File: src/rtl/enc_input_conditioner.sv
// enc_input_conditioner
//   Input stage for the PmodENC quadrature decoder. Each raw pin (A, B, BTN)
//   passes through a 2-flop synchronizer and then a per-channel debouncer.
//   The debounced level follows the synchronized pin only after the pin has
//   differed from it for DEBOUNCE_CYCLES consecutive cycles. A one-cycle
//   btn_press strobe marks every 0->1 step of BTN_clean.
//
//   Optional feature macro: ENC_GLITCH_CNT_EN
//     defined   : glitch_cnt counts rejected glitches on all channels
//                 (saturating at 8'hFF, cleared only by reset)
//     undefined : glitch_cnt is tied to 8'h00
//
//   Debouncer state per channel: ST_STABLE (clean matches the synced pin)
//   and ST_PENDING (a differing level is being timed). The state is held in
//   g_ch[n].state_q, with n = 0 for A, 1 for B and 2 for BTN.
//
//   There is no combinational path from any pin to any output: every output
//   comes straight from a flop.
module enc_input_conditioner #(
  parameter int DEBOUNCE_CYCLES = 100000,
  parameter int CNT_W           = 17
) (
  input  logic       clk,
  input  logic       rst_n,
  input  logic       A,
  input  logic       B,
  input  logic       BTN,
  output logic       A_clean,
  output logic       B_clean,
  output logic       BTN_clean,
  output logic       btn_press,
  output logic [7:0] glitch_cnt
);

  // Channel order in every 3-bit vector: bit0 = A, bit1 = B, bit2 = BTN.
  // A and B idle high; BTN idles low.
  localparam logic [2:0]       RST_VAL  = 3'b011;
  localparam logic [CNT_W-1:0] CNT_LAST = CNT_W'(DEBOUNCE_CYCLES - 1);
  localparam logic [CNT_W-1:0] CNT_ONE  = CNT_W'(1);

  typedef enum logic {
    ST_STABLE  = 1'b0,
    ST_PENDING = 1'b1
  } state_e;

  logic [2:0] pin_raw;
  logic [2:0] s1_q;
  logic [2:0] s2_q;
  logic [2:0] clean_vec;
  logic [2:0] clean_next_vec;
  logic [2:0] reject_vec;
  logic       btn_press_q;

  assign pin_raw = {BTN, B, A};

  // Two-flop synchronizer for all three pins; only s2_q is used beyond here.
  always_ff @(posedge clk or negedge rst_n) begin
    if (!rst_n) begin
      s1_q <= RST_VAL;
      s2_q <= RST_VAL;
    end else begin
      s1_q <= pin_raw;
      s2_q <= s1_q;
    end
  end

  for (genvar g = 0; g < 3; g++) begin : g_ch
    state_e           state_q;
    state_e           state_d;
    logic [CNT_W-1:0] cnt_q;
    logic [CNT_W-1:0] cnt_d;
    logic             clean_q;
    logic             clean_d;
    logic             reject;

    // Debounce state, counter and clean level for this channel.
    always_ff @(posedge clk or negedge rst_n) begin
      if (!rst_n) begin
        state_q <= ST_STABLE;
        cnt_q   <= '0;
        clean_q <= RST_VAL[g];
      end else begin
        state_q <= state_d;
        cnt_q   <= cnt_d;
        clean_q <= clean_d;
      end
    end

    // Next state: a differing level starts the count at 1; the clean level
    // flips on the cycle the count would reach DEBOUNCE_CYCLES. A return to
    // the clean level while pending discards the count (glitch rejected).
    always_comb begin
      state_d = state_q;
      cnt_d   = cnt_q;
      clean_d = clean_q;
      reject  = 1'b0;
      case (state_q)
        ST_STABLE: begin
          if (s2_q[g] != clean_q) begin
            state_d = ST_PENDING;
            cnt_d   = CNT_ONE;
          end else begin
            cnt_d = '0;
          end
        end
        ST_PENDING: begin
          if (s2_q[g] == clean_q) begin
            state_d = ST_STABLE;
            cnt_d   = '0;
            reject  = 1'b1;
          end else if (cnt_q == CNT_LAST) begin
            state_d = ST_STABLE;
            cnt_d   = '0;
            clean_d = s2_q[g];
          end else begin
            cnt_d = cnt_q + CNT_ONE;
          end
        end
        default: begin
          state_d = ST_STABLE;
          cnt_d   = '0;
        end
      endcase
    end

    assign clean_vec[g]      = clean_q;
    assign clean_next_vec[g] = clean_d;
    assign reject_vec[g]     = reject;
  end

  // Strobe registered on the same edge that BTN_clean rises.
  always_ff @(posedge clk or negedge rst_n) begin
    if (!rst_n) begin
      btn_press_q <= 1'b0;
    end else begin
      btn_press_q <= ~clean_vec[2] & clean_next_vec[2];
    end
  end

  assign A_clean   = clean_vec[0];
  assign B_clean   = clean_vec[1];
  assign BTN_clean = clean_vec[2];
  assign btn_press = btn_press_q;

`ifdef ENC_GLITCH_CNT_EN
  logic [7:0] glitch_q;
  logic [7:0] glitch_d;
  logic [1:0] rej_sum;
  logic [8:0] glitch_sum;

  // Sum of same-cycle rejections across channels, saturating at 8'hFF.
  always_comb begin
    rej_sum    = {1'b0, reject_vec[0]} + {1'b0, reject_vec[1]} + {1'b0, reject_vec[2]};
    glitch_sum = {1'b0, glitch_q} + {7'b0, rej_sum};
    glitch_d   = glitch_sum[8] ? 8'hFF : glitch_sum[7:0];
  end

  // Glitch counter register, cleared only by reset.
  always_ff @(posedge clk or negedge rst_n) begin
    if (!rst_n) begin
      glitch_q <= 8'h00;
    end else begin
      glitch_q <= glitch_d;
    end
  end

  assign glitch_cnt = glitch_q;
`else
  logic unused_reject;
  assign unused_reject = ^reject_vec;
  assign glitch_cnt    = 8'h00;
`endif

endmodule

File: config.mk
export PLATFORM = sky130hd
export DESIGN_NAME = enc_input_conditioner
export DESIGN_NICKNAME = d
export VERILOG_FILES = /design/src/rtl/enc_input_conditioner.sv
export SDC_FILE = /design/constraint.sdc
export NUM_CORES = 1
export LEC_CHECK = 0
export BUFFER_PORTS_ARGS = -buffer_cell sky130_fd_sc_hd__buf_2
export CORE_MARGIN = 4
export CORE_UTILIZATION = 45
export CTS_CLUSTER_DIAMETER = 120
export DETAILED_ROUTE_END_ITERATION = 7
export PLACE_DENSITY = 0.59
export REMOVE_ABC_BUFFERS = 1
export SETUP_SLACK_MARGIN = 0.3
export SLEW_MARGIN = 20
export SYNTH_ARGS = -nofsm -noshare
export SYNTH_HDL_FRONTEND = slang
export SYNTH_SLANG_ARGS = --single-unit
File: constraint.sdc
create_clock -name clk -period 3.8 [get_ports clk]
set_input_delay 0 -clock clk [delete_from_list [all_inputs] [get_ports clk]]
set_output_delay 0 -clock clk [all_outputs]
set_load 0.05 [all_outputs]
Word-level counts from Yosys, hierarchy flattened --
Cells that the tools add are included.
Word-level totals: word-level logic and storage cells 60, output and inout bits 12, register bits 64
Cells by class: multiplexer cells 27, $add $sub $neg 3, equal/unequal tests 9, reduce and logical (&&, ||, !) cells 2, bitwise logic cells 7
Operators with widths (count):
- two-way mux 17 bit | 6
- case mux 17 bit (2 select lines) | 3
- adder 17 x 1 -> 17 bit, second input constant | 3
- == test 17 bit, second input constant | 3
- two-way mux 1 bit | 15
- inverter 1 bit | 6
- case mux 1 bit (2 select lines) | 3
- AND reduction 3 bit | 2
- == test 1 bit | 3
- inequality test 1 bit | 3
- bitwise AND 1 bit | 1

Depth between registers and ports, before layout --
word-level depth 5, gate-level depth with buffers 7, gate-level depth less buffers 5

Worst setup path after synthesis --
Ideal clock, no wire load.
path kind register -> register, start register g_ch[2].cnt_q[12], end register g_ch[2].clean_q, in the netlist BTN_clean, cell stages (with the launch flop) 5, library setup time 0.127 ns, clock period less this slack 1.823 ns, required time 3.673 ns, slack 1.977 ns, arrival time 1.696 ns, cell sequence dfrtp_1 > or4_1 > nor4_1 > and2_2 > mux2_1
On the way: word-level cells in the longest chain between the ends 4
Ends and longest elaborated chain:
- start: declaration | RTL line 70 | logic [CNT_W-1:0] cnt_q;
- start signal: assignment | RTL line 84 | cnt_q <= cnt_d;
- == test 17 bit | RTL line 111 | end else if (cnt_q == CNT_LAST) begin
- two-way mux 1 bit | RTL line 111
- two-way mux 1 bit | RTL line 107 | if (s2_q[g] == clean_q) begin
- two-way mux 1 bit | RTL line 97 | case (state_q)
- named net g_ch[2].clean_d | RTL line 73 | logic clean_d;
- end signal: assignment | RTL line 81 | clean_q <= RST_VAL[g];
- end signal: assignment | RTL line 85 | clean_q <= clean_d;
- end: declaration | RTL line 72 | logic clean_q;
The timed path passes the listed nets, and every way through them passes these cells. A chain may end at the register's enable or synchronous reset.

Worst setup path after layout --
start register g_ch[2].cnt_q[12], end register g_ch[2].cnt_q[16]
On the way: word-level cells in the longest chain between the ends 4
Ends and longest elaborated chain:
- adder 17 x 1 -> 17 bit / == test 17 bit (equally long branches) | RTL line 116, 111
- two-way mux 17 bit (*) | RTL line 111
- two-way mux 17 bit (*) | RTL line 107
- case mux 17 bit (2 select lines) (*) | RTL line 97
- named net g_ch[2].cnt_d[16] | RTL line 71 | logic [CNT_W-1:0] cnt_d;
The timed path passes the listed nets; every way through them passes the cells marked *.

==> results.yml <==
outcome:
  status: "finished clean"
timing:
  upper_clock_frequency_limit_ghz: 0.468
  min_period_ns: 2.14
  setup_violations: 0
  finalWorstSetupSlack_ns: 1.66
  worst_slew_pin_slew_ns: 0.667
  period_share_pct: 56.2
  worst_clock_skew_ns: 0.00983
  finalMaxSlewViolations: 0
  grt_setup_unrepaired: "no"
  hold_slack_ns: 0.163
  max_slew_margin_pct: 55.5
  hold_viol: 0
  fin_setup_tns_ns: 0
layout:
  finish.net_count: 326
  most_frequent_standard_cell_in_the_layout_excluding_fill_and_tap_cells: "sky130_fd_sc_hd__dfrtp_1"
  diode_count: 0
  most-common-layout-cells: "sky130_fd_sc_hd__dfrtp_1, sky130_fd_sc_hd__nor2_1, sky130_fd_sc_hd__xnor2_1"
  final_layout_size_suffix_gt1_share_pct: 11.8
  post_layout_nonfiller_instances: 400
  synthToLayoutAreaGrowth_pct: 10.4
routing:
  vias: 2165
  totalWireLength_um: 5580
  ratio_of_routed_vias_to_standard_cells: 5.41
  drt-pass1-iter-count: 4
  drc_errors: 0
  detail-route-antenna-nets: 0
  drt-initial-drc-count: 104
  post_drt_wl_per_cell_um: 13.9
power:
  power.density_mw_per_mm2: 392
  cellLeakagePower_nw: 1.33
  irDropWorstVdd_uv: 209
clock_tree:
  clk_pin_slew_worst_paths_ns: 0.07
  ctsLongestPathBuffers: 2
  cts_htree_levels: 3
  clock-sinks: 64
  latest_clock_arrival_within_the_worst_skew_pair_ns: 0.34
  tritoncts.num_buffers: 9
  tritoncts: "built"
  cts_root_buf: "sky130_fd_sc_hd__clkbuf_8"
  post_cts_resized: 0
setup_path:
  worst_r2r_path_depth: 4
  timing.critical_path.from_type: "flop"
  cp.arrival_ns: 2.33
  critPathKind: "reg2reg"
  cp.required_ns: 3.99
  worst_setup_path_end_kind: "flop"
  worst-path-max-fanout: 15
run:
  maxCapViolCount: 0
synth:
  ys.flop_type: "sky130_fd_sc_hd__dfrtp_1"
  synth_cell_types: 41
  synth-seq-cells: 64
  post_synth_instance_area_mm2: 0.00307
  synth.avg_cell_area_um2: 10.2
  ys_warn_count: 0
  syn-instance-count: 300
  synth_edf_count: 0
  sequential_fraction_of_the_synthesis_area_pct: 52.4
  asyncSetResetFlopFracSynth_pct: 100
worst_hold_path:
  hold_path.class: "in2async"
placed_design:
  post_place_setup_slack_ns: 1.60
  cell_count_after_placement: 380
  half_perimeter_wire_length_after_placement_um: 3690
  gpl.final_weighted_congestion: 0.815
  numPortBuffers: 8
floorplan:
  fp.dieW_um: 90.6
  y_dimension_of_the_die_um: 90.6
  start_util_pct: 47.3
  core_footprint_mm2: 0.00649
  pin_count: 17
  rows: 29
  die-area_mm2: 0.00821
global_routing:
  first_global_vias: 2035
  globalRouteTotalUtil_pct: 14.8
  grt_pass1_wl_um: 9830
  grt_start_max_net_pins: 44
  global_route.overflow_total: 0
  grt_antenna_before_repair: 0
-- cells by family (layout without fill, tap and decap cells) --
kind of cell | Yosys count | in the layout | share of synthesized area (%)
other | 1 | 8 | 0.122
AND/OR/NAND/NOR | 152 | 152 | 25.8
buffers and inverters | 21 | 37 | 3.95
XOR/XNOR | 45 | 45 | 12.8
flip-flops | 64 | 64 | 52.4
adder cells (fa/ha/maj) | 3 | 3 | 1.22
AO/OA/AOI/OAI | 10 | 10 | 2.28
multiplexers | 4 | 4 | 1.43
-- cell usage after synthesis, drive strengths merged, types with 2 or more instances --
| cell | n | area, µm² |
|---|---|---|
| nand3 | 15 | 75.1 |
| buf | 11 | 83.8 |
| nand2 | 13 | 48.8 |
| a211oi | 3 | 22.5 |
| nor4 | 10 | 62.6 |
| nor2 | 56 | 210 |
| clkbuf | 2 | 7.51 |
| nor3 | 14 | 75.1 |
| dfstp | 6 | 158 |
| inv | 8 | 30.0 |
| o21ai | 2 | 13.8 |
| nand4 | 19 | 119 |
| o31ai | 2 | 15.0 |
| mux2 | 3 | 33.8 |
| xnor2 | 32 | 280 |
| ha | 3 | 37.5 |
| nand2b | 2 | 12.5 |
| and3 | 4 | 25.0 |
| xor2 | 13 | 114 |
| a21oi | 2 | 10.0 |
| and4 | 5 | 43.8 |
| or4 | 4 | 30.0 |
| dfrtp | 58 | 1450 |
-- timing repair --
item,in CTS,in global routing
hold endpoints to repair,24,0
buffers inserted,0,0
hold buffers,4,0
-- power breakdown --
group | internal, mW | switching, mW | leakage [nW]
combinational | 0.0122 | 0.0466 | 0.382
sequential | 0.692 | 0.00731 | 0.855
clock | 0.302 | 0.270 | 0.0952
-- registers in the layout, summed over array words and instances, names as in the netlist --
register      count
B_clean           1
s2_q              3
s1_q              3
A_clean           1
btn_press         1
g_ch.state_q      3
BTN_clean         1
g_ch.cnt_q       51
-- worst paths after layout --
path	from	to	slack, ns
max reg2reg	g_ch[2].cnt_q[12]	g_ch[2].cnt_q[16]	1.66
max in group asynchronous	rst_n	s1_q[0]	2.72
min reg2reg	s1_q[0]	s2_q[0]	0.36
min in group clk	B	s1_q[1]	0.30
max	g_ch[2].cnt_q[12]	g_ch[2].cnt_q[16]	1.66
min	rst_n	g_ch[0].cnt_q[7]	0.16
-- critical path, cell delays in order (launching register included) --
cell,delay [ns]
sky130_fd_sc_hd__dfrtp_1,0.45
sky130_fd_sc_hd__or4_1,0.52
sky130_fd_sc_hd__nor4_1,0.42
sky130_fd_sc_hd__or2_1,0.50
sky130_fd_sc_hd__nor2_1,0.11
-- layout make-up --
type | instances | area (µm²)
Clock buffer | 9 | 124
Clock inverter | 7 | 72.6
Fill cell | 575 | 3100
Inverter | 8 | 30.0
Multi-Input combinational cell | 222 | 1370
Sequential cell | 64 | 1610
Tap cell | 77 | 96.3
Timing Repair Buffer | 13 | 87.6
-- metal layers --
layer	part of all wire (%)	vias to the layer above	global-route usage [%]
met5	0	-	0
li1	-	1065	-
met3	4.0	4	2.92
met1	50	1054	21.9
met2	45	42	20.4
met4	0.81	0	7.14
-- through the flow --
| stage | power, mW | util [%] | cell area, µm² |
|---|---|---|---|
| after detailed placement | 0.769 | 48.5 | 3150 |
| final | 1.33 | 52.2 | 3390 |
| after floorplan | 0.745 | - | 3010 |
| after CTS | 1.35 | 52.1 | 3390 |
| after global routing | 1.39 | 52.2 | 3390 |
| after global placement | 0.768 | 48.5 | 3150 |
Note: power is estimated with default switching activity, not from simulation.
